<file path="config.mk">
export PLATFORM = sky130hd
export DESIGN_NAME = vector_ctrl_pipe
export DESIGN_NICKNAME = d
export VERILOG_FILES = /design/src/rtl/vector_ctrl_pkg.sv /design/src/rtl/vector_ctrl_tok.sv /design/src/rtl/vector_ctrl_pipe.sv
export SDC_FILE = /design/constraint.sdc
export NUM_CORES = 1
export LEC_CHECK = 0
export ABC_CLOCK_PERIOD_IN_PS = 2500
export CAP_MARGIN = 10
export CORE_MARGIN = 1.5
export CORE_UTILIZATION = 25
export CTS_CLUSTER_DIAMETER = 50
export CTS_CLUSTER_SIZE = 12
export DETAILED_ROUTE_END_ITERATION = 16
export GPL_ROUTABILITY_DRIVEN = 0
export HOLD_SLACK_MARGIN = 0.08
export PLACE_DENSITY = 0.61
export SETUP_SLACK_MARGIN = 0.4
export SLEW_MARGIN = 20
export SYNTH_ARGS = -nofsm -noshare
export SYNTH_HDL_FRONTEND = slang
export SYNTH_SLANG_ARGS = --single-unit
</file>
<file path="constraint.sdc">
create_clock -name clk -period 2.5 [get_ports clk]
set_input_delay 0.25 -clock clk [delete_from_list [all_inputs] [get_ports clk]]
set_output_delay 0.25 -clock clk [all_outputs]
set_load 0.005 [all_outputs]
</file>
<file path="src/rtl/vector_ctrl_pkg.sv">
// Shared constants and helpers for the vector control token pipeline.
// Channel indices place the three fixed channels directly above the instruction slices.
package vector_ctrl_pkg;

   localparam int MODE_FULL = 0;
   localparam int MODE_LITE = 1;

   function automatic int cnt_w(input int depth);
      return $clog2(depth + 1);
   endfunction

   function automatic int ch_tk15(input int slices);
      return slices;
   endfunction

   function automatic int ch_ik15(input int slices);
      return slices + 1;
   endfunction

   function automatic int ch_kap(input int slices);
      return slices + 2;
   endfunction

endpackage

</file>
<file path="src/rtl/vector_ctrl_tok.sv">
// One req/ack to valid/ready token channel: occupancy counter, ack/valid decode and
// an optional saturating drop counter for lite mode.
module vector_ctrl_tok
   import vector_ctrl_pkg::*;
#(
   parameter int DEPTH = 2,
   parameter int LITE  = MODE_FULL,
   parameter int CNT_W = 8
) (
   input  logic             clk,
   input  logic             reset,
   input  logic             in_req,
   output logic             in_ack,
   output logic             out_valid,
   input  logic             out_ready,
   output logic [CNT_W-1:0] drop_cnt,
   output logic             empty
);

   localparam int            CW      = cnt_w(DEPTH);
   localparam logic [CW-1:0] CNT_MAX = CW'(DEPTH);

   logic [CW-1:0] cnt;
   logic          full;
   logic          pop;
   logic          accept;

   assign full      = (cnt == CNT_MAX);
   assign out_valid = (cnt != '0);
   assign empty     = ~out_valid;
   assign pop       = out_valid && out_ready;

   // NOTE: sequential state is written with <= only, so every always_ff reads pre-edge values.
   always_ff @(posedge clk) begin
      if (reset) begin
         cnt <= '0;
      end else if (accept && !pop) begin
         cnt <= cnt + CW'(1);
      end else if (pop && !accept) begin
         cnt <= cnt - CW'(1);
      end
   end

   if (LITE == MODE_LITE) begin : g_lite
      logic drop;

      // A pop frees a slot in the same edge, so a full channel may still take the beat.
      assign in_ack = !reset;
      assign accept = in_req && !reset && (!full || pop);
      assign drop   = in_req && !reset && full && !pop;

      always_ff @(posedge clk) begin
         if (reset) begin
            drop_cnt <= '0;
         end else if (drop && (drop_cnt != '1)) begin
            drop_cnt <= drop_cnt + CNT_W'(1);
         end
      end
   end else begin : g_full
      // Ack depends on the registered count only, never on out_ready.
      assign in_ack   = !reset && !full;
      assign accept   = in_req && in_ack;
      assign drop_cnt = '0;
   end

endmodule

</file>
<file path="src/rtl/vector_ctrl_pipe.sv">
// Registered per-tile vector control handshake bridge: SLICES instruction channels plus
// the k15 target, k15 initiator and kap initiator channels, each a token buffer.
module vector_ctrl_pipe
   import vector_ctrl_pkg::*;
#(
   parameter int SLICES = 4,
   parameter int DEPTH  = 2,
   parameter int LITE   = MODE_FULL,
   parameter int CNT_W  = 8
) (
   input  logic                    clk,
   input  logic                    reset,
   input  logic [SLICES-1:0]       t_instr_req,
   output logic [SLICES-1:0]       t_instr_ack,
   input  logic                    t_k15_req,
   output logic                    t_k15_ack,
   output logic [SLICES-1:0]       instr_valid,
   input  logic [SLICES-1:0]       instr_ready,
   output logic                    tk15_valid,
   input  logic                    tk15_ready,
   input  logic                    ik15_valid,
   output logic                    ik15_ready,
   output logic                    i_k15_req,
   input  logic                    i_k15_ack,
   input  logic                    kap_valid,
   output logic                    kap_ready,
   output logic                    i_kap_req,
   input  logic                    i_kap_ack,
   output logic [SLICES*CNT_W-1:0] drop_cnt,
   output logic                    idle
);

   localparam int NCH     = SLICES + 3;
   localparam int CH_TK15 = ch_tk15(SLICES);
   localparam int CH_IK15 = ch_ik15(SLICES);
   localparam int CH_KAP  = ch_kap(SLICES);

   logic [NCH-1:0]   req;
   logic [NCH-1:0]   ack;
   logic [NCH-1:0]   valid;
   logic [NCH-1:0]   ready;
   logic [NCH-1:0]   empty;
   logic [CNT_W-1:0] drop [NCH];

   assign req[SLICES-1:0] = t_instr_req;
   assign req[CH_TK15]    = t_k15_req;
   assign req[CH_IK15]    = ik15_valid;
   assign req[CH_KAP]     = kap_valid;

   assign ready[SLICES-1:0] = instr_ready;
   assign ready[CH_TK15]    = tk15_ready;
   assign ready[CH_IK15]    = i_k15_ack;
   assign ready[CH_KAP]     = i_kap_ack;

   assign t_instr_ack = ack[SLICES-1:0];
   assign t_k15_ack   = ack[CH_TK15];
   assign ik15_ready  = ack[CH_IK15];
   assign kap_ready   = ack[CH_KAP];

   assign instr_valid = valid[SLICES-1:0];
   assign tk15_valid  = valid[CH_TK15];
   assign i_k15_req   = valid[CH_IK15];
   assign i_kap_req   = valid[CH_KAP];

   // Lite behaviour applies to instruction channels only; fabric channels always back-pressure.
   for (genvar i = 0; i < NCH; i++) begin : g_ch
      vector_ctrl_tok #(
         .DEPTH (DEPTH),
         .LITE  ((i < SLICES) ? LITE : MODE_FULL),
         .CNT_W (CNT_W)
      ) u_tok (
         .clk       (clk),
         .reset     (reset),
         .in_req    (req[i]),
         .in_ack    (ack[i]),
         .out_valid (valid[i]),
         .out_ready (ready[i]),
         .drop_cnt  (drop[i]),
         .empty     (empty[i])
      );
   end

   for (genvar s = 0; s < SLICES; s++) begin : g_drop
      assign drop_cnt[s*CNT_W +: CNT_W] = drop[s];
   end

   assign idle = &empty;

endmodule

</file>
**Yosys cells after proc, flatten, opt, wreduce, memory -nomap -nowiden**

Cells that the tools add are included.

- Input bits: 16
- Output and inout port bits: 47
- Bits in registers: 14

- Add/subtract/negate cells: 14
- Reductions and logical operators: 72
- Muxes and demuxes: 14
- Equality and inequality tests: 7
- Bitwise logic cells: 7

Operators by type and width:

| kind | count |
|---|---|
| $logic_and A1 B1 Y1 | 35 |
| $mux W2 | 14 |
| $reduce_bool A2 Y1 | 14 |
| $logic_not A1 Y1 | 22 |
| $add A2 B1 Y2 const B | 7 |
| $eq A2 B2 Y1 const B | 7 |
| $sub A2 B1 Y2 const B | 7 |
| $not A1 Y1 | 7 |
| $reduce_and A7 Y1 | 1 |

**Logic depth before layout (Yosys ltp)**

- Word-level depth: 8
- Gate-level depth with buffers: 7
- Gate-level depth less buffers: 7

**Hierarchy**

From an unflattened synthesis, not the netlist that was laid out.

- Cell total of the unflattened synthesis: 171
- Area, all modules: 1,293.7 µm²

Modules (own cells, without submodules):

| module | cells each | instances | area each (µm²) |
|---|---|---|---|
| vector_ctrl_tok | 24 | 7 | 182.7 |
| vector_ctrl_pipe | 3 | 1 | 15.0 |

**Worst setup path before layout**

Ideal clock, no wire load.

- Path kind: input port to flip-flop
- From: in reset
- To: reg g_ch[6].u_tok.cnt[1]
- Arrival: 1.562 ns
- Library setup time: 0.070 ns
- Data required time: 2.430 ns
- Stages: 6
- Path buffers: 1
- Slack: 0.868 ns
- Path through: clkbuf_1 > a21oi_1 > and2_1 > ha_1 > or3_1 > a21oi_1

- Longest elaborated chain between the ends: 6

RTL lines:

| element | line | text |
|---|---|---|
| start, declared | vector_ctrl_pipe.sv:12 | `input logic reset,` |
| $logic_not A1 Y1 * | vector_ctrl_tok.sv:61 | `assign in_ack = !reset && !full;` |
| $logic_and A1 B1 Y1 * | vector_ctrl_tok.sv:61 |  |
| named net kap_ready | vector_ctrl_pipe.sv:26 | `output logic kap_ready,` |
| $logic_and A1 B1 Y1 * | vector_ctrl_tok.sv:62 | `assign accept = in_req && in_ack;` |
| $logic_not A1 Y1 | vector_ctrl_tok.sv:39 | `end else if (pop && !accept) begin` |
| $logic_and A1 B1 Y1 | vector_ctrl_tok.sv:39 |  |
| $reduce_bool A2 Y1 (no line) | - |  |
| end signal, assigned | vector_ctrl_tok.sv:38 | `cnt <= cnt + CW'(1);` |
| end signal, assigned | vector_ctrl_tok.sv:40 | `cnt <= cnt - CW'(1);` |
| end, declared | vector_ctrl_tok.sv:23 | `logic [CW-1:0] cnt;` |

The timed path passes the listed nets; every way through them passes the cells marked *.
A chain may end at the register's enable or synchronous reset.

**Final worst setup path**

- From: reg g_ch[1].u_tok.cnt[0]
- To: out idle

- Longest elaborated chain between the ends: 3

RTL lines:

| element | line | text |
|---|---|---|
| start, declared | vector_ctrl_tok.sv:23 |  |
| start signal, assigned | vector_ctrl_tok.sv:38 |  |
| start signal, assigned | vector_ctrl_tok.sv:40 |  |
| $reduce_bool A2 Y1 | vector_ctrl_tok.sv:29 | `assign out_valid = (cnt != '0);` |
| $not A1 Y1 | vector_ctrl_tok.sv:30 | `assign empty = ~out_valid;` |
| $reduce_and A7 Y1 | vector_ctrl_pipe.sv:87 | `assign idle = &empty;` |
| end, declared | vector_ctrl_pipe.sv:30 | `output logic idle` |

Every way passes these cells.

==> out/results.md <==
Synthesis
• sky130_fd_sc_hd__buf_4 — largest area contributor in the netlist
• 24.5% — post-synthesis sequential area ratio
• 1140 um2 — combined area of all synthesized cells
• 26.3% — top-area cell type share of the netlist area
• 8.00 um2 — per-instance average area after synthesis
• 19 — number of library cell types mapped by synthesis
• sky130_fd_sc_hd__buf_4 (26%), sky130_fd_sc_hd__dfxtp_1 (25%), sky130_fd_sc_hd__xor2_1 (11%) — Synth area leaders
• 143 — Gate Count Post-Synth
• 0 — Yosys warning count
• 14 — flip-flop and latch count after synthesis

Pwr
• 602 uV — IR Drop Worst-Case VDD
• 0.573 mW — Psw
• 1140 nW/um2 — power per standard cell area
• 1.00 mW — internal power of the cells
• 28.2% — Seq pwr share
• 1.57 mW — Final Power
• 58.3% — part of the power in combinational logic
• 0.635 nW — cell leakage power
• 36.4% — switching portion of total power
• 13.4% — clock network fraction of total power

Timing
• 76.8% — part of the cycle the worst path needs
• 1.92 ns — minimum period implied by the final worst setup slack
• 0.000957 ns — final clock skew
• 0 — Setup violations, final
• 0.521 GHz — highest achievable clock rate
• 0 ns — TNS Setup
• 0 — fin. max-slew vios
• 0 — Final Hold Viols
• false — unrepaired setup endpoints after global routing
• 0.580 ns — worst-case setup margin in the final layout

Finish
• 220 — Non-Filler Instances
• 14 — flip-flop count of the largest register after layout
• 20.9% — Area growth, synth to finish
• sky130_fd_sc_hd__conb_1 — most common cell after layout, fill and taps aside
• 8.33% — share of cells above drive strength 1
• g_ch.u_tok.cnt — largest register by flop count
• 0 — antenna diode count
• 192 — net count of the finished layout
• sky130_fd_sc_hd__conb_1 (32), sky130_fd_sc_hd__clkdlybuf4s50_1 (29), sky130_fd_sc_hd__a21oi_1 (14), sky130_fd_sc_hd__xor2_1 (14), sky130_fd_sc_hd__dfxtp_1 (14) — commonest cells after routing, fill and taps aside
• g_ch.u_tok.cnt (14) — largest registers

Placed design
• 216 — number of placed instances with taps included
• 1.53 mm — Final HPWL DP
• 0.381 ns — Post-Place Setup Slack
• 30 — # port buffers

Worst setup path
• 0.53 ns — critical path's largest stage delay
• reg2out — kind of critical path
• 1.67 ns — crit path DAT
• or2_4 > or4_4 > nor4_2 > clkbuf_2 — crit path cell chain
• flip-flop — category of the worst setup path launch point
• sky130_fd_sc_hd__or4_4 — slowest cell on the critical path
• output port — CP Capture Type
• 4 — maximum net fanout on the critical path
• 2.25 ns — data required time of the worst path

Routing
• 0 — residual antenna-violating net count after detailed routing
• 1.86 mm — post-detailed-routing wire length
• 23 — starting DRC count in detailed routing
• 4 — TritonRoute pass-1 iters
• 0 — count of unresolved DRC violations after routing
• 842 — via count
• 8.46 um — DR WL/cell
• 3.83 — ratio of routed vias to standard cells

Global routing
• 0 — antenna violations before repair
• 2.82 mm — wire length of the first global-routing pass
• 7.21% — GRT Overall Usage
• 19 — maximum number of pins on one net before global-route repair
• 637 — via count of the first global-routing pass
• 0 — GRT Residual Overflow

CTS
• 2 — CTS Buffer Depth
• 0.24 ns — Skew-Pair Late Insertion Delay
• 0.05 ns — Clock Pin Slew Worst Setup and Hold Paths
• 14 — number of sinks on the clock net
• 1 — H-Tree Level Count
• sky130_fd_sc_hd__clkbuf_8 — clk root buf
• 3 — number of buffers added by the clock tree synthesis step
• yes — TritonCTS clock tree

Floorplanning
• 70.6 um — Die Wd
• 63 — I/O pin count
• 24 — cell row count
• 70.6 um — Die Y-Extent
• 4990 um2 — die footprint
• 4380 um2 — area of the core
• 26.1% — Initial Util

Outcome
• finished clean — result of the run

Run
• 0 — Max Cap Violations

Hold path
• reg2reg — Tightest Hold Check Type

## Yosys cell counts
cell type	instances
sky130_fd_sc_hd__ha_1	7
sky130_fd_sc_hd__o21ai_0	7
sky130_fd_sc_hd__or2_4	1
sky130_fd_sc_hd__nor4_2	1
sky130_fd_sc_hd__or3_1	7
sky130_fd_sc_hd__or2_2	4
sky130_fd_sc_hd__or2_1	2
sky130_fd_sc_hd__and2_1	7
sky130_fd_sc_hd__dfxtp_1	14
sky130_fd_sc_hd__conb_1	1
sky130_fd_sc_hd__xor2_1	14
sky130_fd_sc_hd__nor2_1	7
sky130_fd_sc_hd__nand2_1	7
sky130_fd_sc_hd__inv_1	7
sky130_fd_sc_hd__buf_1	1
sky130_fd_sc_hd__clkbuf_1	1
sky130_fd_sc_hd__buf_4	40
sky130_fd_sc_hd__a21oi_1	14
sky130_fd_sc_hd__or4_4	1
## critical path, delay by kind of cell (launching register included)
family	cells	cell delay [ns]
AND/OR/NAND/NOR	3	0.93
buffers and inverters	1	0.15
flip-flops	1	0.34
## power by group through the flow
| stage | registers (mW) | clock network [mW] | logic (mW) |
|---|---|---|---|
| 6_report | 0.445 | 0.212 | 0.918 |
| 5_1_grt | 0.463 | 0.230 | 1.03 |
| 4_1_cts | 0.444 | 0.221 | 0.938 |
| 3_5_place_dp | 0.448 | 0 | 0.938 |
| 3_3_place_gp | 0.447 | 0 | 0.932 |
| 2_1_floorplan | 0.425 | 0 | 0.697 |
## cells by family after synthesis
family / Yosys count / synth area share [%]
AOI/OAI and AO/OA: 21 / 9.19
xor gates and xnor gates: 14 / 10.7
adders and majority gates: 7 / 7.66
buffers and inverters: 49 / 29.2
DFF: 14 / 24.5
other: 1 / 0.328
and+or+nand+nor: 37 / 18.4
## path summary, 6_finish.rpt
path	startpoint	slack, ns	to	cells after the start
min reg2reg	g_ch[2].u_tok.cnt[1]$_SDFFE_PP0P_	0.50	g_ch[2].u_tok.cnt[1]$_SDFFE_PP0P_	2
max	g_ch[1].u_tok.cnt[0]$_SDFFE_PP0P_	0.58	idle	4
max reg2reg	g_ch[6].u_tok.cnt[0]$_SDFFE_PP0P_	0.85	g_ch[6].u_tok.cnt[1]$_SDFFE_PP0P_	6
min	g_ch[2].u_tok.cnt[1]$_SDFFE_PP0P_	0.50	g_ch[2].u_tok.cnt[1]$_SDFFE_PP0P_	2
## metrics by stage
stage | util (%) | hold WS (ns) | instance area (um2)
2_1_floorplan | - | 0.466 | 1260
3_3_place_gp | 30.4 | 0.486 | 1330
3_5_place_dp | 30.4 | 0.491 | 1330
4_1_cts | 31.6 | 0.502 | 1390
5_1_grt | 31.5 | 0.518 | 1380
6_report | 31.5 | 0.498 | 1380
## metal layers
layer,vias up,share of wire (%),global-route usage (%)
met5,-,0,0
met4,0,0.64,1.26
met3,2,9.3,3.85
met2,36,44,11.2
met1,364,46,9.01
li1,440,-,-
## final cells by class
class | count | area (um2)
Tap cell | 52 | 65.1
Multi-Input combinational cell | 111 | 646
Fill cell | 468 | 3000
Sequential cell | 14 | 280
Clock buffer | 4 | 55.1
Inverter | 7 | 26.3
Timing Repair Buffer | 32 | 310
## what timing repair did
| item | in CTS | in global routing |
|---|---|---|
| hold buffers | 0 | 0 |
| setup buffers | 0 | 0 |
| gates resized for setup | 1 | 2 |
| endpoints found under the setup margin | 1 | 1 |
Note: power is estimated with default switching activity, not from simulation.
